`config.mk`:
```
export PLATFORM = sky130hd
export DESIGN_NAME = register_file
export DESIGN_NICKNAME = d
export VERILOG_FILES = /design/src/rtl/register_file.sv
export SDC_FILE = /design/constraint.sdc
export NUM_CORES = 2
export LEC_CHECK = 0
export CORE_MARGIN = 2
export CORE_UTILIZATION = 50
export CTS_BUF_LIST = sky130_fd_sc_hd__clkbuf_4
export CTS_CLUSTER_SIZE = 24
export DETAILED_ROUTE_END_ITERATION = 10
export MAX_ROUTING_LAYER = met4
export PLACE_DENSITY = 0.66
export SLEW_MARGIN = 20
export SYNTH_ARGS = -nofsm -noshare
export SYNTH_HDL_FRONTEND = slang
export SYNTH_SLANG_ARGS = --single-unit
```
`constraint.sdc`:
```
create_clock -name clk -period 3.5 [get_ports clk]
set_input_delay 0.7 -clock clk [delete_from_list [all_inputs] [get_ports clk]]
set_output_delay 0.7 -clock clk [all_outputs]
set_load 0.01 [all_outputs]
```
`src/rtl/register_file.sv`:
```
// 32 x 32-bit general-purpose register file for the single-cycle datapath.
// Two combinational read ports, one synchronous write port, r0 hardwired to zero.
module register_file #(
    parameter int DATA_W = 32,
    parameter int ADDR_W = 5
) (
    input  logic              clk,
    input  logic              rst,
    input  logic [ADDR_W-1:0] a1,
    input  logic [ADDR_W-1:0] a2,
    input  logic [ADDR_W-1:0] a3,
    input  logic [DATA_W-1:0] wd,
    input  logic              rfwr,
    output logic [DATA_W-1:0] rd1,
    output logic [DATA_W-1:0] rd2
);

    localparam int DEPTH = 1 << ADDR_W;

    // r0 has no storage; index range starts at 1 so it cannot be written by accident
    logic [DATA_W-1:0] regs [1:DEPTH-1];

    always_ff @(posedge clk) begin
        if (rst) begin
            for (int i = 1; i < DEPTH; i++) begin
                regs[i] <= '0;
            end
        end else if (rfwr && (a3 != '0)) begin
            regs[a3] <= wd;
        end
    end

    // No write-to-read bypass: a same-cycle read sees the pre-edge contents
    always_comb begin
        rd1 = '0;
        rd2 = '0;
        if (a1 != '0) begin
            rd1 = regs[a1];
        end
        if (a2 != '0) begin
            rd2 = regs[a2];
        end
    end

endmodule

```
==> results.json <==
{
  "holdWs_ns": -0.00572,
  "p_per_area_nw_per_um2": 451,
  "cts.sinks": 1024,
  "peakVddDrop_uv": 304,
  "setup_slack_ns": -0.445,
  "p_seq_share_pct": 49.3,
  "nNetsFinal": 4044,
  "path_clk_slew_ns": 0.06,
  "finalHoldViolations": 1,
  "avgSynthCellArea_um2": 15.5,
  "setup_tns_ns": -17.26,
  "setup_viol": 64,
  "grt_pass1_wl_mm": 263,
  "overflow": 0,
  "cts_buffers": 292,
  "synth_seq_cells": 1024,
  "timing.final.max_slew_violations": 0,
  "drv_cap": 0,
  "layout_commonest_cell": "edfxtp_1",
  "p_int_w": 0.0217,
  "synth_flop_cell": "edfxtp_1",
  "endpoint_kind": "output port",
  "async_reset_ff_share_pct": 0,
  "fill_cells": 7967,
  "path_cells": "mux4_2 > mux4_2 > o22ai_2 > buf_6 > nor3_2 > buf_2",
  "crit_type": "reg -> out",
  "fp.dieW_um": 333,
  "antenna_found_initial": 10,
  "max_freq_mhz": 253,
  "pre_cts_slack_ns": -0.948,
  "multi_input_area_um2": 24100,
  "cts_hold_buf": 0,
  "cts_max_level": 5,
  "wl_per_cell_um": 32.7,
  "cpMostUsedCell": "mux4_2",
  "vias": 36400,
  "crit_required_ns": 2.80,
  "viasPerCell": 6.50,
  "fin_crit_sh_pct": 113,
  "critical-path-max-stage-delay_ns": 0.58,
  "maxSlewHeadroom_pct": 24.0,
  "critPathMaxFanout": 2,
  "dr.pass1.iters": 5,
  "synth_cell_type_count": 43,
  "cpMaxStageDelayCell": "mux4_2",
  "worst_pin_slew_ns": 1.14,
  "top_register": "regs",
  "worstPathArrival_ns": 3.25,
  "cts_root_buf": "clkbuf_4",
  "port_buffers": 113,
  "finalWeightedCongestion": 0.953,
  "seqCellArea_um2": 30700,
  "io_pins": 114,
  "status": "complete, but fails checks",
  "p_sw_share_pct": 26.6,
  "die-area_um2": 111000,
  "hpwl_mm": 119,
  "grt_max_degree": 38,
  "die_y_um": 333,
  "synth_edf_count": 1024,
  "final_cell_mix": "1024 x edfxtp_1, 994 x and2_1, 472 x mux4_2, 399 x clkbuf_4, 328 x buf_4",
  "rsz0062_at_grt": "yes",
  "layout_min_cycle_time_ns": 3.95,
  "cts_tree": "yes",
  "p_leak_nw": 23.4,
  "synth.yosys.seq_area_share_pct": 56.7,
  "synthCells": 3500,
  "syn_area_um2": 54200,
  "initial_utilization_pct": 50.5,
  "p_comb_share_pct": 15.4,
  "drt-total-wl_mm": 183,
  "top_regs": "regs: 1024 flops",
  "cts_buffer_depth": 4,
  "drive_gt1_share_pct": 41.6,
  "min_path_type": "in -> reg",
  "p_sw_w": 0.00787,
  "grt_use_total_pct": 34.2,
  "grt_pass1_vias": 38100,
  "largest_reg_flops": 1024,
  "drtIter0Drc": 4230,
  "yosysWarnings": 0,
  "fp.coreArea_um2": 107000,
  "rows": 120,
  "synthToLayoutAreaGrowth_pct": 20.7,
  "failed_checks": "negative hold slack, negative setup slack",
  "clkPwrFrac_pct": 35.4,
  "drc": 0,
  "detail-route-antenna-nets": 0,
  "worstSetupStartpointType": "register"
}
==> power by group through the flow <==
stage / logic [W] / registers [W] / clock network, W
6_report: 0.00454 / 0.0146 / 0.0104
3_3_place_gp: 0.00413 / 0.0147 / 0
5_1_grt: 0.00467 / 0.0146 / 0.0112
2_1_floorplan: 0.00222 / 0.0146 / 0
3_5_place_dp: 0.00416 / 0.0148 / 0
4_1_cts: 0.00446 / 0.0145 / 0.0106
==> cell type report <==
type                    count  share of cell area, %
diodes                     16                 0.0612
clock buffers             399                   4.58
clock inverters            76                  0.543
inverters                   2                 0.0115
multi-input cells        2121                   36.8
flip-flops and latches   1024                   47.0
well taps                1403                   2.68
repair buffers            553                   8.35
==> final timing paths <==
kind,start,to,slack [ns],cells after the start
setup / recovery,regs[31][28],rd2[28],-0.45,6
hold / removal,wd[10],regs[0][10],-0.006,1
==> metrics by stage <==
| stage | std cells | area [µm²] | util, % | hold slack [ns] | total power, W |
|---|---|---|---|---|---|
| final | 5594 | 65400 | 61.0 | -0.00572 | 0.0295 |
| after global routing | 5590 | 65400 | 61.0 | -0.0221 | 0.0305 |
| after CTS | 5567 | 65200 | 60.7 | 0.294 | 0.0296 |
| after detailed placement | 5113 | 60200 | 56.1 | 1.58 | 0.0189 |
| after global placement | 5113 | 60200 | 56.1 | 1.58 | 0.0188 |
| after floorplan | 3531 | 54300 | - | 0.799 | 0.0168 |
==> logic make-up after synthesis <==
logic type	count (synthesis)	share of synthesized area (%)
AND/OR/NAND/NOR	1178	13.3
multiplexers	652	23.0
flip-flops	1024	56.7
buffers and inverters	386	3.31
AO/OA/AOI/OAI	259	3.65
other	1	0.00692
==> synth_stat cells, types with 4 or more instances <==
cell       instances  share of area, %
mux2_2            30              0.62
buf_6             19              0.39
mux4_2           472                20
a22oi_1           16              0.22
a2111oi_1         41              0.76
a221oi_1           4             0.065
a211oi_1           7             0.097
nand3_1            5             0.046
nor2_1            36              0.25
buf_2             51              0.47
and2_1           995                11
clkbuf_1         264               1.8
a32o_1             4             0.074
a2111oi_0         14              0.23
or2_2             31              0.36
nand2b_1           6             0.069
nor4_1             6             0.069
o21ai_1            4             0.037
mux2i_1          150               2.8
edfxtp_1        1024                57
buf_4             37              0.51
buf_1             13             0.090
nand3b_1           5             0.069
nor2b_1           14              0.16
nor3_1            54              0.50
nand2_1            8             0.055
a22o_1            51              0.82
a21oi_1           12              0.11
o22ai_1          103               1.2
or3b_2             4             0.065
==> routing by layer <==
metal | GRT usage [%] | share of wire, % | vias to the layer above | wire, µm
met2 | 53.7 | 49 | 2300 | 88800
met5 | - | 0 | - | 0
met4 | 18.3 | 5.7 | 0 | 10500
met1 | 42.6 | 36 | 18800 | 66700
li1 | - | - | 14800 | -
met3 | 6.09 | 9.3 | 526 | 17000
==> critical path: cells and delay by family (launching register included) <==
kind	cells	cell delay, ns
buffers and inverters	2	0.29
AO/OA/AOI/OAI	1	0.16
AND/OR/NAND/NOR	1	0.04
multiplexers	2	1.11
flip-flops	1	0.40
==> repair_timing <==
action                     4_1_cts  5_1_grt
setup buffers                   29       11
pin swaps                      158       16
setup endpoints to repair       64       64
gates resized for setup        596       28
(Power assumes the default switching activity.)
==> edit (same settings) <==
Add an input register stage for `a1`, `a2`, `a3`, `wd` and `rfwr`, cleared by the reset; this delays them by one clock.
--- a/src/rtl/register_file.sv
+++ b/src/rtl/register_file.sv
@@ -19,2 +19,24 @@
 
+    logic [ADDR_W-1:0] a1_q;
+    logic [ADDR_W-1:0] a2_q;
+    logic [ADDR_W-1:0] a3_q;
+    logic [DATA_W-1:0] wd_q;
+    logic rfwr_q;
+
+    always_ff @(posedge clk) begin
+        if (rst) begin
+            a1_q   <= '0;
+            a2_q   <= '0;
+            a3_q   <= '0;
+            wd_q   <= '0;
+            rfwr_q <= '0;
+        end else begin
+            a1_q   <= a1;
+            a2_q   <= a2;
+            a3_q   <= a3;
+            wd_q   <= wd;
+            rfwr_q <= rfwr;
+        end
+    end
+
     // r0 has no storage; index range starts at 1 so it cannot be written by accident
@@ -27,4 +49,4 @@
             end
-        end else if (rfwr && (a3 != '0)) begin
-            regs[a3] <= wd;
+        end else if (rfwr_q && (a3_q != '0)) begin
+            regs[a3_q] <= wd_q;
         end
@@ -36,7 +58,7 @@
         rd2 = '0;
-        if (a1 != '0) begin
-            rd1 = regs[a1];
+        if (a1_q != '0) begin
+            rd1 = regs[a1_q];
         end
-        if (a2 != '0) begin
-            rd2 = regs[a2];
+        if (a2_q != '0) begin
+            rd2 = regs[a2_q];
         end
Function: not settled (the Yosys comparison gave no result); the edit may change what the design does.
==> edit against the original RTL <==
The flow finishes with violations (negative setup slack); wire length increased by 2.8%; highest routed layer unchanged; worst setup slack got worse by 330 ps; maximum frequency shrank 7.8%; sequential cell count up 48; power grew 1.6%; area after synthesis is 2.3% higher; critical path type unchanged; final area increased by 4.9%; die area grew 2.2%.
==> edit: results (changes against the original RTL) <==
{| class="wikitable"
! Metric !! Value
|-
| DR vias/cell || 6.39 (-1.6%)
|-
| Number of antenna violations at the first check in global routing || 14 (+4)
|-
| Leak pwr || 25.4 nW (+8.3%)
|-
| Synth async-reset ratio || 0% (unchanged)
|-
| Global-route wire length before repair || 267,000 um (+1.6%)
|-
| Cell-internal power || 22.2 mW (+2.5%)
|-
| Max IR drop VDD || 322 uV (+6.0%)
|-
| Most frequent cells after synthesis || 1,024 x sky130_fd_sc_hd__edfxtp_1, 995 x sky130_fd_sc_hd__and2_1, 466 x sky130_fd_sc_hd__mux4_2
|-
| Share of synthesized area occupied by flip-flops and latches || 57.2% (+0.48 points)
|-
| Leading cell types by total area after synthesis || sky130_fd_sc_hd__edfxtp_1 55%, sky130_fd_sc_hd__mux4_2 19%, sky130_fd_sc_hd__and2_1 11%
|-
| Pre-CTS setup slack || -398 ps (+550 ps)
|-
| Root buffer selected by CTS || sky130_fd_sc_hd__clkbuf_4
|-
| Count of cell types in the netlist || 46 (+7.0%)
|-
| M3 GR Usage || 8.10% (+2.0 points)
|-
| Number of fill cells in the layout || 8,032 (+0.82%)
|-
| Least-Margin Pin Slew || 1180 ps (+40.5 ps)
|-
| Violations in the final reports || negative setup slack
|-
| Largest registers || regs x1024, wd_q x32
|-
| Met2 usage || 51.2% (-2.5 points)
|-
| H-Tree Depth || 5 (unchanged)
|-
| Clock skew after layout || 99.6 ps
|-
| Vias in the first global route || 37,900 (-0.45%)
|-
| Number of input and output port buffers inserted || 113 (unchanged)
|-
| Final setup violating endpoints || 64 (unchanged)
|-
| Number of DRC markers after the initial detailed-route iteration || 4,953 (+17%)
|-
| Met1 demand-to-capacity share in global routing || 44.7% (+2.1 points)
|-
| Post-place instance area || 0.0605 mm^2 (+0.50%)
|-
| Sum of net half-perimeters after detailed placement || 110,000 um (-7.6%)
|-
| Post-route worst hold slack || 64.8 ps (+70.6 ps)
|-
| Last weighted congestion value of the routability-driven placer || 0.891 (-6.4%)
|-
| Total clock buffers created by CTS || 300 (+2.7%)
|-
| Post-synthesis average cell area || 15.3 um^2 (-0.96%)
|-
| Multi-input combinational cell area || 0.0244 mm^2 (+1.3%)
|-
| Run status || complete, but fails checks
|-
| Layout net count || 4,217 (+4.3%)
|-
| WL final || 188,000 um (+2.8%)
|-
| Detailed-routing iteration count for the pre-antenna-repair pass || 6 (+1)
|-
| Global-route usage over all layers || 34.4% (+0.23 points)
|-
| Share of post-route cells with drive strength above 1 || 41.6% (about the same)
|-
| Final worst-path setup slack || -778 ps (-333 ps)
|-
| Worst-path maximum fanout || 7 (+5)
|-
| Stage delay of the slowest cell on the critical path || 550 ps (-30 ps)
|}
[edit: path summary, 6_finish.rpt]
| path | from | end | depth (start not counted) |
|---|---|---|---|
| worst max-delay path | a2_q[1] | rd2[21] | 9 |
| worst min-delay path | a1[1] | a1_q[1] | 2 |
| worst max register to register | rfwr_q | regs[18][25] | 6 |
| worst min register to register | wd_q[6] | regs[0][6] | 0 |
[edit: worst register-to-register path, delay by kind of cell (launching register included)]
family                 cells  cell delay (ps)
buffers and inverters      2              860
DFF                        1              380
and+or+nand+nor            4              980
[edit: cells by family (layout without fill, tap and decap cells)]
family / Yosys count / count (layout) / synth area share [%]
DFF: 1072 / 1072 / 57.2
buffers and inverters: 391 / 1115 / 3.14
other: 1 / 47 / 0.00676
AOI/OAI and AO/OA: 264 / 264 / 3.65
muxes: 655 / 655 / 22.4
and+or+nand+nor: 1231 / 1231 / 13.6
[edit: final cells by class]
cell class | count | area share [%]
Clock inverter | 63 | 0.474
Tap cell | 1488 | 2.71
Antenna cell | 15 | 0.0547
Timing Repair Buffer | 609 | 10.1
Inverter | 2 | 0.0109
Sequential cell | 1072 | 46.2
Clock buffer | 441 | 4.82
Multi-Input combinational cell | 2182 | 35.5
[edit: power groups by stage]
stage | clock (mW) | sequential, mW | combinational, mW
2_1_floorplan | 0 | 14.8 | 1.79
3_3_place_gp | 0 | 15.0 | 3.18
3_5_place_dp | 0 | 15.0 | 3.19
4_1_cts | 11.4 | 14.7 | 3.82
5_1_grt | 12.1 | 14.8 | 4.07
6_report | 11.3 | 14.7 | 3.96
[edit: routing by layer]
metal  vias up  wire [um]
met1     19100      69500
li1      15200          -
met4         0      10400
met3       529      21700
met5         -          0
met2      2673      86600
[edit: timing repair]
action / 4_1_cts / 5_1_grt
endpoints found under the setup margin: 64 / 64
hold buffers: 21 / 0
buffers inserted: 120 / 32
endpoints found under the hold margin: 22 / 0
gates cloned: 24 / 3
pin swaps: 124 / 61
gates resized for setup: 702 / 112
[edit: through the flow]
step,TNS (ps),std cells
floorplan,0,3645
detailed placement,-2270,5191
CTS,-48140,5844
global route,-50120,5869
global placement,-2690,5191
finish,-42630,5872
